**config.mk**
```make
export PLATFORM = sky130hd
export DESIGN_NAME = seq_alu
export DESIGN_NICKNAME = d
export VERILOG_FILES = /design/src/rtl/seq_alu_pkg.sv /design/src/rtl/seq_alu_comb.sv /design/src/rtl/seq_alu.sv
export SDC_FILE = /design/constraint.sdc
export NUM_CORES = 1
export LEC_CHECK = 0
export BUFFER_PORTS_ARGS = -buffer_cell sky130_fd_sc_hd__buf_4
export CAP_MARGIN = 40
export CORE_MARGIN = 8
export CORE_UTILIZATION = 30
export CTS_CLUSTER_DIAMETER = 120
export DETAILED_ROUTE_END_ITERATION = 8
export PLACE_DENSITY_LB_ADDON = 0.12
export SETUP_SLACK_MARGIN = 0.1
export SKIP_LAST_GASP = 1
export SYNTH_ARGS = -nofsm -noshare
export SYNTH_HDL_FRONTEND = slang
export SYNTH_SLANG_ARGS = --single-unit
```
**constraint.sdc**
```tcl
create_clock -name clk -period 3.4 [get_ports clk]
set_input_delay 0.17 -clock clk [delete_from_list [all_inputs] [get_ports clk]]
set_output_delay 0.17 -clock clk [all_outputs]
set_load 0.01 [all_outputs]
```
**src/rtl/seq_alu_pkg.sv**
```systemverilog
// ============================================================================
// Module      : seq_alu_pkg
// Description : Opcodes, FSM state encoding and sizing helper for seq_alu.
// Revision    : 1.0 - initial release
// ============================================================================
`default_nettype none

package seq_alu_pkg;

    localparam logic [3:0] OP_ADD = 4'd0;
    localparam logic [3:0] OP_SUB = 4'd1;
    localparam logic [3:0] OP_NOT = 4'd2;
    localparam logic [3:0] OP_AND = 4'd3;
    localparam logic [3:0] OP_OR  = 4'd4;
    localparam logic [3:0] OP_XOR = 4'd5;
    localparam logic [3:0] OP_SLT = 4'd6;
    localparam logic [3:0] OP_EQ  = 4'd7;
    localparam logic [3:0] OP_MUL = 4'd8;
    localparam logic [3:0] OP_SLL = 4'd9;
    localparam logic [3:0] OP_SRL = 4'd10;
    localparam logic [3:0] OP_SRA = 4'd11;

    typedef enum logic [1:0] {
        IDLE = 2'd0,
        BUSY = 2'd1,
        DONE = 2'd2
    } state_e;

    // Iteration counter must hold WIDTH itself (the MUL step count).
    function automatic int cnt_w(input int width);
        return $clog2(width) + 1;
    endfunction

endpackage

`default_nettype wire

```
**src/rtl/seq_alu_comb.sv**
```systemverilog
// ============================================================================
// Module      : seq_alu_comb
// Description : Single-cycle ALU operations and flags; MUL/shift opcodes pass
//               operand A through (the zero-length shift result).
// Revision    : 1.0 - initial release
// ============================================================================
`default_nettype none

module seq_alu_comb
    import seq_alu_pkg::*;
#(
    parameter int WIDTH = 4,
    parameter int OP_W  = 4
) (
    input  logic [WIDTH-1:0] a_i,
    input  logic [WIDTH-1:0] b_i,
    input  logic [OP_W-1:0]  op_i,
    output logic [WIDTH-1:0] result_o,
    output logic             zero_o,
    output logic             overflow_o,
    output logic             carry_o,
    output logic             illegal_o
);

    localparam int MSB = WIDTH - 1;

    logic [WIDTH:0] add_sum;
    logic [WIDTH:0] sub_sum;
    logic [WIDTH-1:0] res;

    assign add_sum = {1'b0, a_i} + {1'b0, b_i};
    assign sub_sum = {1'b0, a_i} + {1'b0, ~b_i} + {{WIDTH{1'b0}}, 1'b1};

    always_comb begin
        res        = '0;
        overflow_o = 1'b0;
        carry_o    = 1'b0;
        illegal_o  = 1'b0;
        case (op_i)
            OP_ADD: begin
                res        = add_sum[WIDTH-1:0];
                carry_o    = add_sum[WIDTH];
                overflow_o = (a_i[MSB] == b_i[MSB]) && (add_sum[MSB] != a_i[MSB]);
            end
            OP_SUB: begin
                res        = sub_sum[WIDTH-1:0];
                carry_o    = sub_sum[WIDTH];
                overflow_o = (a_i[MSB] != b_i[MSB]) && (sub_sum[MSB] != a_i[MSB]);
            end
            OP_NOT: res = ~a_i;
            OP_AND: res = a_i & b_i;
            OP_OR:  res = a_i | b_i;
            OP_XOR: res = a_i ^ b_i;
            OP_SLT: res = {{(WIDTH-1){1'b0}}, ($signed(a_i) < $signed(b_i))};
            OP_EQ:  res = {{(WIDTH-1){1'b0}}, (a_i == b_i)};
            OP_MUL, OP_SLL, OP_SRL, OP_SRA: res = a_i;
            default: illegal_o = 1'b1;
        endcase
    end

    assign result_o = res;
    assign zero_o   = ~|res;

endmodule

`default_nettype wire

```
**src/rtl/seq_alu.sv**
```systemverilog
// ============================================================================
// Module      : seq_alu
// Description : Handshaked ALU; single-cycle ops via seq_alu_comb, iterative
//               shift-add MUL and one-bit-per-cycle shifts.
// Revision    : 1.0 - initial release
// ============================================================================
`default_nettype none

module seq_alu
    import seq_alu_pkg::*;
#(
    parameter int WIDTH = 4,
    parameter int OP_W  = 4
) (
    input  logic             clk,
    input  logic             rst,
    input  logic             in_valid,
    output logic             in_ready,
    input  logic [WIDTH-1:0] data_a,
    input  logic [WIDTH-1:0] data_b,
    input  logic [OP_W-1:0]  op,
    output logic             out_valid,
    input  logic             out_ready,
    output logic [WIDTH-1:0] result,
    output logic [WIDTH-1:0] result_hi,
    output logic             zero,
    output logic             overflow,
    output logic             carry,
    output logic             illegal
);

    localparam int SH_W  = $clog2(WIDTH);
    localparam int CNT_W = cnt_w(WIDTH);

    state_e state_q, state_d;

    logic [WIDTH-1:0]   a_q, a_d;
    logic [OP_W-1:0]    op_q, op_d;
    logic [CNT_W-1:0]   cnt_q, cnt_d;
    logic [2*WIDTH-1:0] prod_q, prod_d;
    logic [WIDTH-1:0]   sh_q, sh_d;
    logic               shc_q, shc_d;
    logic [WIDTH-1:0]   res_q, res_d;
    logic [WIDTH-1:0]   hi_q, hi_d;
    logic               zero_q, zero_d;
    logic               ovf_q, ovf_d;
    logic               carry_q, carry_d;
    logic               ill_q, ill_d;

    logic [WIDTH-1:0]   c_res;
    logic               c_zero, c_ovf, c_carry, c_ill;

    logic               accept, is_mul, is_shift, multi, last_step;
    logic [SH_W-1:0]    shamt;
    logic [WIDTH:0]     prod_sum;
    logic [2*WIDTH-1:0] prod_step;
    logic [WIDTH-1:0]   sh_step;
    logic               shc_step;

    seq_alu_comb #(
        .WIDTH (WIDTH),
        .OP_W  (OP_W)
    ) u_comb (
        .a_i        (data_a),
        .b_i        (data_b),
        .op_i       (op),
        .result_o   (c_res),
        .zero_o     (c_zero),
        .overflow_o (c_ovf),
        .carry_o    (c_carry),
        .illegal_o  (c_ill)
    );

    assign accept    = in_valid && (state_q == IDLE);
    assign shamt     = data_b[SH_W-1:0];
    assign is_mul    = (op == OP_MUL);
    assign is_shift  = (op == OP_SLL) || (op == OP_SRL) || (op == OP_SRA);
    assign multi     = is_mul || (is_shift && (shamt != '0));
    assign last_step = (state_q == BUSY) && (cnt_q == CNT_W'(1));

    // Shift-add: add A into the high half when the multiplier LSB is set, then shift right.
    assign prod_sum  = {1'b0, prod_q[2*WIDTH-1:WIDTH]}
                     + (prod_q[0] ? {1'b0, a_q} : {(WIDTH+1){1'b0}});
    assign prod_step = {prod_sum, prod_q[WIDTH-1:1]};

    always_comb begin
        sh_step  = sh_q;
        shc_step = 1'b0;
        case (op_q)
            OP_SLL: begin
                sh_step  = {sh_q[WIDTH-2:0], 1'b0};
                shc_step = sh_q[WIDTH-1];
            end
            OP_SRL: begin
                sh_step  = {1'b0, sh_q[WIDTH-1:1]};
                shc_step = sh_q[0];
            end
            OP_SRA: begin
                sh_step  = {sh_q[WIDTH-1], sh_q[WIDTH-1:1]};
                shc_step = sh_q[0];
            end
            default: ;
        endcase
    end

    always_ff @(posedge clk or negedge rst) begin
        if (!rst) begin
            state_q <= IDLE;
        end else begin
            state_q <= state_d;
        end
    end

    always_comb begin
        state_d = state_q;
        case (state_q)
            IDLE:    if (in_valid) state_d = multi ? BUSY : DONE;
            BUSY:    if (cnt_q == CNT_W'(1)) state_d = DONE;
            DONE:    if (out_ready) state_d = IDLE;
            default: state_d = IDLE;
        endcase
    end

    always_comb begin
        in_ready  = (state_q == IDLE);
        out_valid = (state_q == DONE);
    end

    always_comb begin
        a_d     = a_q;
        op_d    = op_q;
        cnt_d   = cnt_q;
        prod_d  = prod_q;
        sh_d    = sh_q;
        shc_d   = shc_q;
        res_d   = res_q;
        hi_d    = hi_q;
        zero_d  = zero_q;
        ovf_d   = ovf_q;
        carry_d = carry_q;
        ill_d   = ill_q;
        if (accept) begin
            a_d    = data_a;
            op_d   = op;
            cnt_d  = is_mul ? CNT_W'(WIDTH) : {1'b0, shamt};
            prod_d = {{WIDTH{1'b0}}, data_b};
            sh_d   = data_a;
            shc_d  = 1'b0;
            if (!multi) begin
                res_d   = c_res;
                hi_d    = '0;
                zero_d  = c_zero;
                ovf_d   = c_ovf;
                carry_d = c_carry;
                ill_d   = c_ill;
            end
        end else if (state_q == BUSY) begin
            cnt_d  = cnt_q - CNT_W'(1);
            prod_d = prod_step;
            sh_d   = sh_step;
            shc_d  = shc_step;
            if (last_step) begin
                ill_d = 1'b0;
                if (op_q == OP_MUL) begin
                    res_d   = prod_step[WIDTH-1:0];
                    hi_d    = prod_step[2*WIDTH-1:WIDTH];
                    zero_d  = ~|prod_step[WIDTH-1:0];
                    ovf_d   = |prod_step[2*WIDTH-1:WIDTH];
                    carry_d = 1'b0;
                end else begin
                    res_d   = sh_step;
                    hi_d    = '0;
                    zero_d  = ~|sh_step;
                    ovf_d   = 1'b0;
                    carry_d = shc_step;
                end
            end
        end
    end

    always_ff @(posedge clk or negedge rst) begin
        if (!rst) begin
            a_q     <= '0;
            op_q    <= '0;
            cnt_q   <= '0;
            prod_q  <= '0;
            sh_q    <= '0;
            shc_q   <= 1'b0;
            res_q   <= '0;
            hi_q    <= '0;
            zero_q  <= 1'b1;
            ovf_q   <= 1'b0;
            carry_q <= 1'b0;
            ill_q   <= 1'b0;
        end else begin
            a_q     <= a_d;
            op_q    <= op_d;
            cnt_q   <= cnt_d;
            prod_q  <= prod_d;
            sh_q    <= sh_d;
            shc_q   <= shc_d;
            res_q   <= res_d;
            hi_q    <= hi_d;
            zero_q  <= zero_d;
            ovf_q   <= ovf_d;
            carry_q <= carry_d;
            ill_q   <= ill_d;
        end
    end

    assign result    = res_q;
    assign result_hi = hi_q;
    assign zero      = zero_q;
    assign overflow  = ovf_q;
    assign carry     = carry_q;
    assign illegal   = ill_q;

endmodule

`default_nettype wire

```
==> metrics.txt, run 1 <==
largest net degree at the start of global routing 38; via count of the first global-routing pass 2516; Fin. Hold Viols 0; period utilization 0.6041; CP bufs+invs 0; P_leak 1.469 nW; count of unique library cells instantiated by Yosys 69; Filler cells 967; min setup slack post-route 1346 ps; die area 12810 sq um; pre-CTS setup slack 1195 ps; # diodes 0; ratio of cells with drive above 1 in the final layout 0.1715; row count 35; Avg WL per Cell 17.74 um; overall power 2.094 mW; number of CTS-inserted buffers 5; Port Buf Inserts 29; cell family with the largest share of critical-path delay adder cells; first-pass GRT wire length 13.34 mm; core area 9196 sq um; Total Nets Final 380; Yosys warning count 0; DRT Pass-1 Iters 5; # clock sinks 37; Post-CTS Hold Fix Bufs 1; CP max FO 5; vias per cell 5.316; clock tree buffer depth 2; WP data arrival 2240 ps; hold crit path type input port to flop; Power Dens Cells 644.7 nW/um^2; status finished clean; Syn Nets 357; Die Ht 113.2 um; Clock Latency Late Sink 300 ps; Final Max Slew Viols 0; syn avg cell area 8.852 sq um; DR iter-0 viols 120; Die W 113.2 um; gpl congestion 0.8364; number of enable flip-flop cells after synthesis 0; post-route ant nets 0; clk root buf clkbuf_8; FF+latch count, synth 37; initial antenna violation count 0; CP max-delay cell dfrtp_1; grt ovf 0; GRT Resource Usage Total 0.1305; Area Overhead vs Synth 14.66%; cell count after placement 446; Initial Utilization 0.3080; non-filler cells, final 455; via count 2419; DRC Markers 0; CTS tree done; fin util 0.3532; VDD IR max 0.2110 mV; # setup viols final 0; Post-Synthesis Cells 320; CP endpoint kind flop; fmax 486.9 MHz; Layout Skew 12.07 ps; Worst-path clk slew 90 ps; drt total wl 8.073 mm; Synth Flop Type dfrtp_1; required time worst endpoint 3580 ps; slowest stage delay, CP 420 ps; CP Class flop to flop; Slew HR 0.5039; min cycle time layout 2054 ps; Async SR Flop Fraction 1.000; Setup Buffers After CTS 0; Worst setup SP type flop; post-synthesis cell area 2833 sq um; htree depth 2; io pins 30; RSZ-0062 raised after global routing false; Least-Margin Pin Slew 741.4 ps; post-CTS sizing 0; max cap viols 0; sequential share of the synthesized area 0.3273; crit path cell chain and2_1 -> ha_1 -> fa_1 -> a21o_1 -> a21oi_1 -> nand3b_1 -> o21ai_0 -> nand3_1; Detail Placement HPWL 6.063 mm; Fin Setup TNS 0 ps
[power breakdown]
part | total [mW] | switching (mW) | internal [mW]
clock network | 0.391 | 0.171 | 0.220
logic | 0.904 | 0.501 | 0.403
registers | 0.799 | 0.191 | 0.608
[cells by family (layout without fill, tap and decap cells)]
group,Yosys count,count (layout),synth area share
AO/OA/AOI/OAI,109,109,0.2809
XOR/XNOR,4,4,0.01237
adder cells (fa/ha/maj),21,21,0.1007
buffers and inverters,35,59,0.05919
flip-flops,37,37,0.3273
multiplexers,1,1,0.003975
AND/OR/NAND/NOR,113,113,0.2155
[final cells by class]
class                      count  area [sq um]  share of cell area
multi-input combinational    248          1738              0.5351
inverter                      17         63.81             0.01965
clock buffer                   5         68.82             0.02119
tap                          111         138.9             0.04276
clock inverter                 3         46.29             0.01425
sequential                    37         927.1              0.2854
timing repair buffer          34         265.3             0.08166
[sequential cells by signal, indices dropped and copies added, names as in the netlist]
signal     flops
cnt_q          3
a_q            4
result         4
illegal        1
prod_q         8
zero           1
sh_q           4
carry          1
result_hi      4
state_q        2
op_q           4
overflow       1
[cell usage in the layout, fill, tap and decap left out, types with 7 or more instances in the layout]
master / instances
buf_4: 32
inv_1: 15
dfrtp_1: 36
nand2b_1: 9
nand2_1: 45
o21ai_0: 22
a22oi_1: 8
a21oi_1: 26
and2_1: 7
ha_1: 18
nand3_1: 7
nor2_1: 15
[cell usage after synthesis, types with 3 or more instances]
cell type | n | area (sq um)
a211o_1 | 3 | 26.28
a21o_1 | 6 | 45.04
a21oi_1 | 26 | 130.1
a221o_1 | 3 | 30.03
a221oi_2 | 3 | 45.04
a22o_1 | 4 | 35.03
a22oi_1 | 8 | 60.06
and2_1 | 7 | 43.79
buf_2 | 8 | 40.04
buf_6 | 3 | 33.78
clkbuf_1 | 6 | 22.52
dfrtp_1 | 36 | 900.9
fa_1 | 3 | 60.06
ha_1 | 18 | 225.2
inv_1 | 15 | 56.30
nand2_1 | 45 | 168.9
nand2b_1 | 9 | 56.30
nand3_1 | 7 | 35.03
nand4b_1 | 3 | 26.28
nor2_1 | 15 | 56.30
nor2b_1 | 6 | 37.54
o21ai_0 | 22 | 110.1
xnor2_1 | 3 | 26.28
[stage by stage]
step	cell area [sq um]	hold slack [ps]
after floorplan	2833	-125.6
after global placement	3100	174.1
after detailed placement	3123	183.5
after CTS	3248	129.9
after global routing	3248	129.8
final	3248	134.6
[worst register-to-register path: stages (launching register included)]
cell	delay [ps]
dfrtp_1	420
and2_1	150
ha_1	200
fa_1	400
a21o_1	170
a21oi_1	240
nand3b_1	100
o21ai_0	170
nand3_1	90
[path summary, 6_finish.rpt]
check | end | cells past startpoint | slack [ps] | start
worst min-delay path | prod_q[2] | 3 | 130 | data_b[2]
worst min register to register | a_q[3] | 2 | 480 | a_q[3]
max in group asynchronous | zero | 2 | 2650 | rst
worst max-delay path | overflow | 8 | 1350 | prod_q[0]
min in group asynchronous | state_q[0] | 2 | 390 | rst
worst max register to register | overflow | 8 | 1350 | prod_q[0]
[routing by layer]
metal	up-vias	wire, um	GRT usage
met5	-	0	0
met4	0	89	0.03996
met3	6	353	0.02556
met2	55	3628	0.2032
met1	1147	4002	0.1773
li1	1211	-	-
(Power assumes the default switching activity.)
==> run 2, diff against run 1 <==
clock period = 1.94 ns   (was 3.4 ns; I/O delays follow)
==> run 2 against run 1 <==
Compared with the run above:
- wire length is 7.7% higher
- largest cell class unchanged
- fmax increased by 11%
- worst hold slack lost 83 ps
- largest power group unchanged
- utilization grew 2.5 points
- clock skew fell by 2.9 ps
- sequential cell count unchanged
- global-route usage is 0.96 points higher
==> metrics.txt, run 2 (synthesized netlist as in run 1, its figures left out) <==
VDD IR max 0.3097 mV; overall power 3.908 mW; via count of the first global-routing pass 2583; # diodes 0; Final Max Slew Viols 0; Setup Buffers After CTS 0; drt total wl 8.696 mm; row count 35; vias per cell 5.388; Worst setup SP type flop; Avg WL per Cell 18.23 um; Port Buf Inserts 29; crit path cell chain and2_4 -> ha_4 -> fa_2 -> a21o_1 -> a21oi_2 -> nand3b_1 -> o21ai_2 -> nand3_1; Initial Utilization 0.3080; largest net degree at the start of global routing 38; clk root buf clkbuf_8; Fin. Hold Viols 0; CP endpoint kind flop; gpl congestion 0.8500; # clock sinks 37; Power Dens Cells 1124 nW/um^2; slowest stage delay, CP 390 ps; post-route ant nets 0; Detail Placement HPWL 6.652 mm; io pins 30; grt ovf 0; most frequent cells in the layout buf_4, nand2_1, dfrtp_1; ratio of cells with drive above 1 in the final layout 0.2432; WP data arrival 2040 ps; initial antenna violation count 0; first-pass GRT wire length 14.30 mm; core area 9196 sq um; Layout Skew 9.148 ps; Fin Setup TNS 0 ps; min cycle time layout 1857 ps; fmax 538.5 MHz; Die Ht 113.2 um; fin util 0.3781; max cap viols 0; status finished clean; Biggest register prod_q; DR iter-0 viols 133; hold crit path type input port to flop; htree depth 2; Area Overhead vs Synth 22.75%; clock tree buffer depth 2; CTS tree done; CP max FO 2; Clock Latency Late Sink 300 ps; max FFs per register 8; Total Nets Final 402; P_leak 1.593 nW; Slew HR 0.6587; Worst-path clk slew 80 ps; Least-Margin Pin Slew 512.0 ps; RSZ-0062 raised after global routing true; period utilization 0.9571; Die W 113.2 um; commonest non-fill, non-tap cell in the layout buf_4; DRT Pass-1 Iters 4; required time worst endpoint 2120 ps; die area 12810 sq um; # setup viols final 0; CP Class flop to flop; via count 2570; DRC Markers 0; GRT Resource Usage Total 0.1401; number of CTS-inserted buffers 5; CP max-delay cell dfrtp_1
run 2: critical path: cells and delay by family, from the launching register on:
family	cells	cell delay, ps
AO/OA/AOI/OAI	3	490
flip-flops	1	390
AND/OR/NAND/NOR	3	370
adder cells (fa/ha/maj)	2	490
run 2: timing repair:
item                                    4_1_cts  5_1_grt
gates resized for setup                       4        6
pin swaps                                     4        6
endpoints found under the hold margin        36        0
endpoints found under the setup margin        1        5
hold buffers                                  1        0
run 2: cell type report:
cell class                      count  area [sq um]
Fill cell                         956          5719
Multi-Input combinational cell    248          1783
Sequential cell                    37         927.1
Timing Repair Buffer               56         447.9
Tap cell                          111         138.9
Clock buffer                        7         86.33
Inverter                           17         63.81
Clock inverter                      1         30.03
run 2: report_power, final:
| group | total [mW] | leakage [nW] | internal (mW) | switching (mW) |
|---|---|---|---|---|
| registers | 1.39 | 0.467 | 1.07 | 0.323 |
| logic | 1.81 | 1.07 | 0.850 | 0.957 |
| clock network | 0.712 | 0.0585 | 0.420 | 0.292 |
| total | 3.91 | 1.59 | 2.34 | 1.57 |
run 2: through the flow:
stage / instances / cell area, sq um / setup slack, ps / hold slack, ps
2_1_floorplan: 320 / 2836 / 106.7 / -198.6
3_3_place_gp: 467 / 3302 / -159.4 / 109.6
3_5_place_dp: 468 / 3309 / -132.0 / 109.5
4_1_cts: 477 / 3445 / 42.78 / 50.49
5_1_grt: 477 / 3477 / -1.151 / 89.12
6_report: 477 / 3477 / 83.16 / 51.36
run 2: path summary, 6_finish.rpt:
check,start,end,slack (ps),cells after the start
min reg2reg,a_q[3],a_q[3],480,2
min,data_b[3],prod_q[3],50,3
max in group asynchronous,rst,zero,1260,2
max,prod_q[0],overflow,80,8
max reg2reg,prod_q[0],overflow,80,8
min in group asynchronous,rst,sh_q[2],320,2
run 2: routing by layer:
layer,GRT usage,part of all wire,vias to the layer above
met3,0.02023,0.046,8
met2,0.2210,0.45,67
met4,0.04085,0.012,0
met1,0.1930,0.49,1245
li1,-,-,1250
met5,0,0,-
==> run 3, diff against run 2 <==
CORE_UTILIZATION = 50   (was 30)
==> run 3 against run 2 <==
Compared with the run above:
- global-route usage rose by 4.2 points
- setup slack better by 37 ps
- clock-buffer cell count decreased by 1
- sequential cell count unchanged
- clock skew fell by 1.1 ps
- final area decreased by 3.1%
- sequential power is essentially flat
- wire length decreased by 14%
- first-iteration DRC count up 29%
- utilization up 23 points
- critical path type unchanged
==> metrics.txt, run 3 (synthesized netlist as in run 1, its figures left out) <==
RSZ-0062 raised after global routing true; initial antenna violation count 0; core area 5507 sq um; drt total wl 7.452 mm; slowest stage delay, CP 380 ps; commonest non-fill, non-tap cell in the layout buf_4; Worst setup SP type flop; Power Dens Cells 1116 nW/um^2; Port Buf Inserts 29; via count of the first global-routing pass 2443; crit path cell chain and2_1 -> ha_2 -> fa_2 -> a21o_1 -> a21oi_2 -> nand3b_1 -> o21ai_1 -> nand3_1; Fin. Hold Viols 0; fin area 3371 sq um; max FFs per register 8; fin util 0.6121; Avg WL per Cell 17.09 um; CP Class flop to flop; Biggest register prod_q; DR iter-0 viols 171; flop2flop setup slack 120 ps; post-route ant nets 0; GRT Resource Usage Total 0.1823; Clock Latency Late Sink 290 ps; CP max FO 3; CP max-delay cell dfrtp_1; # setup viols final 0; Worst-path clk slew 80 ps; Die Ht 91.27 um; Detail Placement HPWL 5.686 mm; first-pass GRT wire length 12.58 mm; VDD IR max 0.5889 mV; placed instance area 3218 sq um; # diodes 0; DRC Markers 0; via count 2572; CP endpoint kind flop; DRT Pass-1 Iters 6; overall power 3.762 mW; number of CTS-inserted buffers 5; fmax 549.5 MHz; vias per cell 5.899; Slew HR 0.6623; row count 27; clock tree buffer depth 2; Initial Utilization 0.5144; Final Max Slew Viols 0; # clock sinks 37; clk root buf clkbuf_8; Filler cells 505; WP data arrival 2000 ps; Total Nets Final 400; min cycle time layout 1820 ps; required time worst endpoint 2120 ps; grt ovf 0; most frequent cells in the layout buf_4, nand2_1, dfrtp_1; Die W 91.27 um; gpl congestion 0.9401; CTS tree done; Least-Margin Pin Slew 505.4 ps; pre-CTS setup slack -83.74 ps; hold crit path type input port to flop; Area Overhead vs Synth 18.99%; io pins 30; Layout Skew 8.087 ps; max cap viols 0; status finished clean; P_leak 1.565 nW; min setup slack post-route 120.0 ps; die area 8330 sq um; largest net degree at the start of global routing 38; htree depth 2; ratio of cells with drive above 1 in the final layout 0.2280; period utilization 0.9381
-- run 3: routing by layer --
metal,share of wire,GRT usage,vias up
met5,0,0,-
met4,0.016,0.05457,0
met3,0.058,0.03374,10
met2,0.46,0.2763,82
met1,0.47,0.2559,1233
li1,-,-,1247
-- run 3: layout make-up --
| cell class | count | area [sq um] | area share |
|---|---|---|---|
| inverters | 17 | 63.81 | 0.01893 |
| clock inverters | 2 | 37.54 | 0.01114 |
| repair buffers | 54 | 420.4 | 0.1247 |
| multi-input cells | 248 | 1749 | 0.5189 |
| clock buffers | 6 | 82.58 | 0.02450 |
| well taps | 72 | 90.09 | 0.02673 |
| flip-flops and latches | 37 | 927.1 | 0.2751 |
-- run 3: worst paths after layout --
check / cells after the start / startpoint / to
min: 3 / data_b[3] / prod_q[3]
max reg2reg: 8 / a_q[0] / overflow
min reg2reg: 2 / a_q[3] / a_q[3]
max in group asynchronous: 2 / rst / zero
max: 8 / a_q[0] / overflow
min in group asynchronous: 2 / rst / op_q[3]
-- run 3: power by group --
group	leakage [nW]	internal, mW	switching, mW
combinational	1.04	0.785	0.884
sequential	0.467	1.07	0.323
clock	0.0574	0.418	0.286
total	1.56	2.27	1.49
-- run 3: what timing repair did --
item / CTS / global route
buffers inserted: 0 / 2
hold endpoints to repair: 36 / 0
endpoints found under the setup margin: 1 / 4
hold buffers: 1 / 0
pin swaps: 1 / 1
resized for setup: 3 / 1
-- run 3: through the flow --
step | hold WS [ps] | setup TNS [ps] | instances
after floorplan | -198.6 | 0 | 320
after global placement | 85.49 | -3.641 | 425
after detailed placement | 89.70 | -158.0 | 425
after CTS | 49.18 | 0 | 434
after global routing | 72.23 | 0 | 436
final | 60.96 | 0 | 436
-- run 3: worst max-delay path, delay by kind of cell, from the launching register on --
kind / cells / cell delay (ps)
AOI/OAI and AO/OA: 3 / 460
adders and majority gates: 2 / 520
and+or+nand+nor: 3 / 330
DFF: 1 / 380
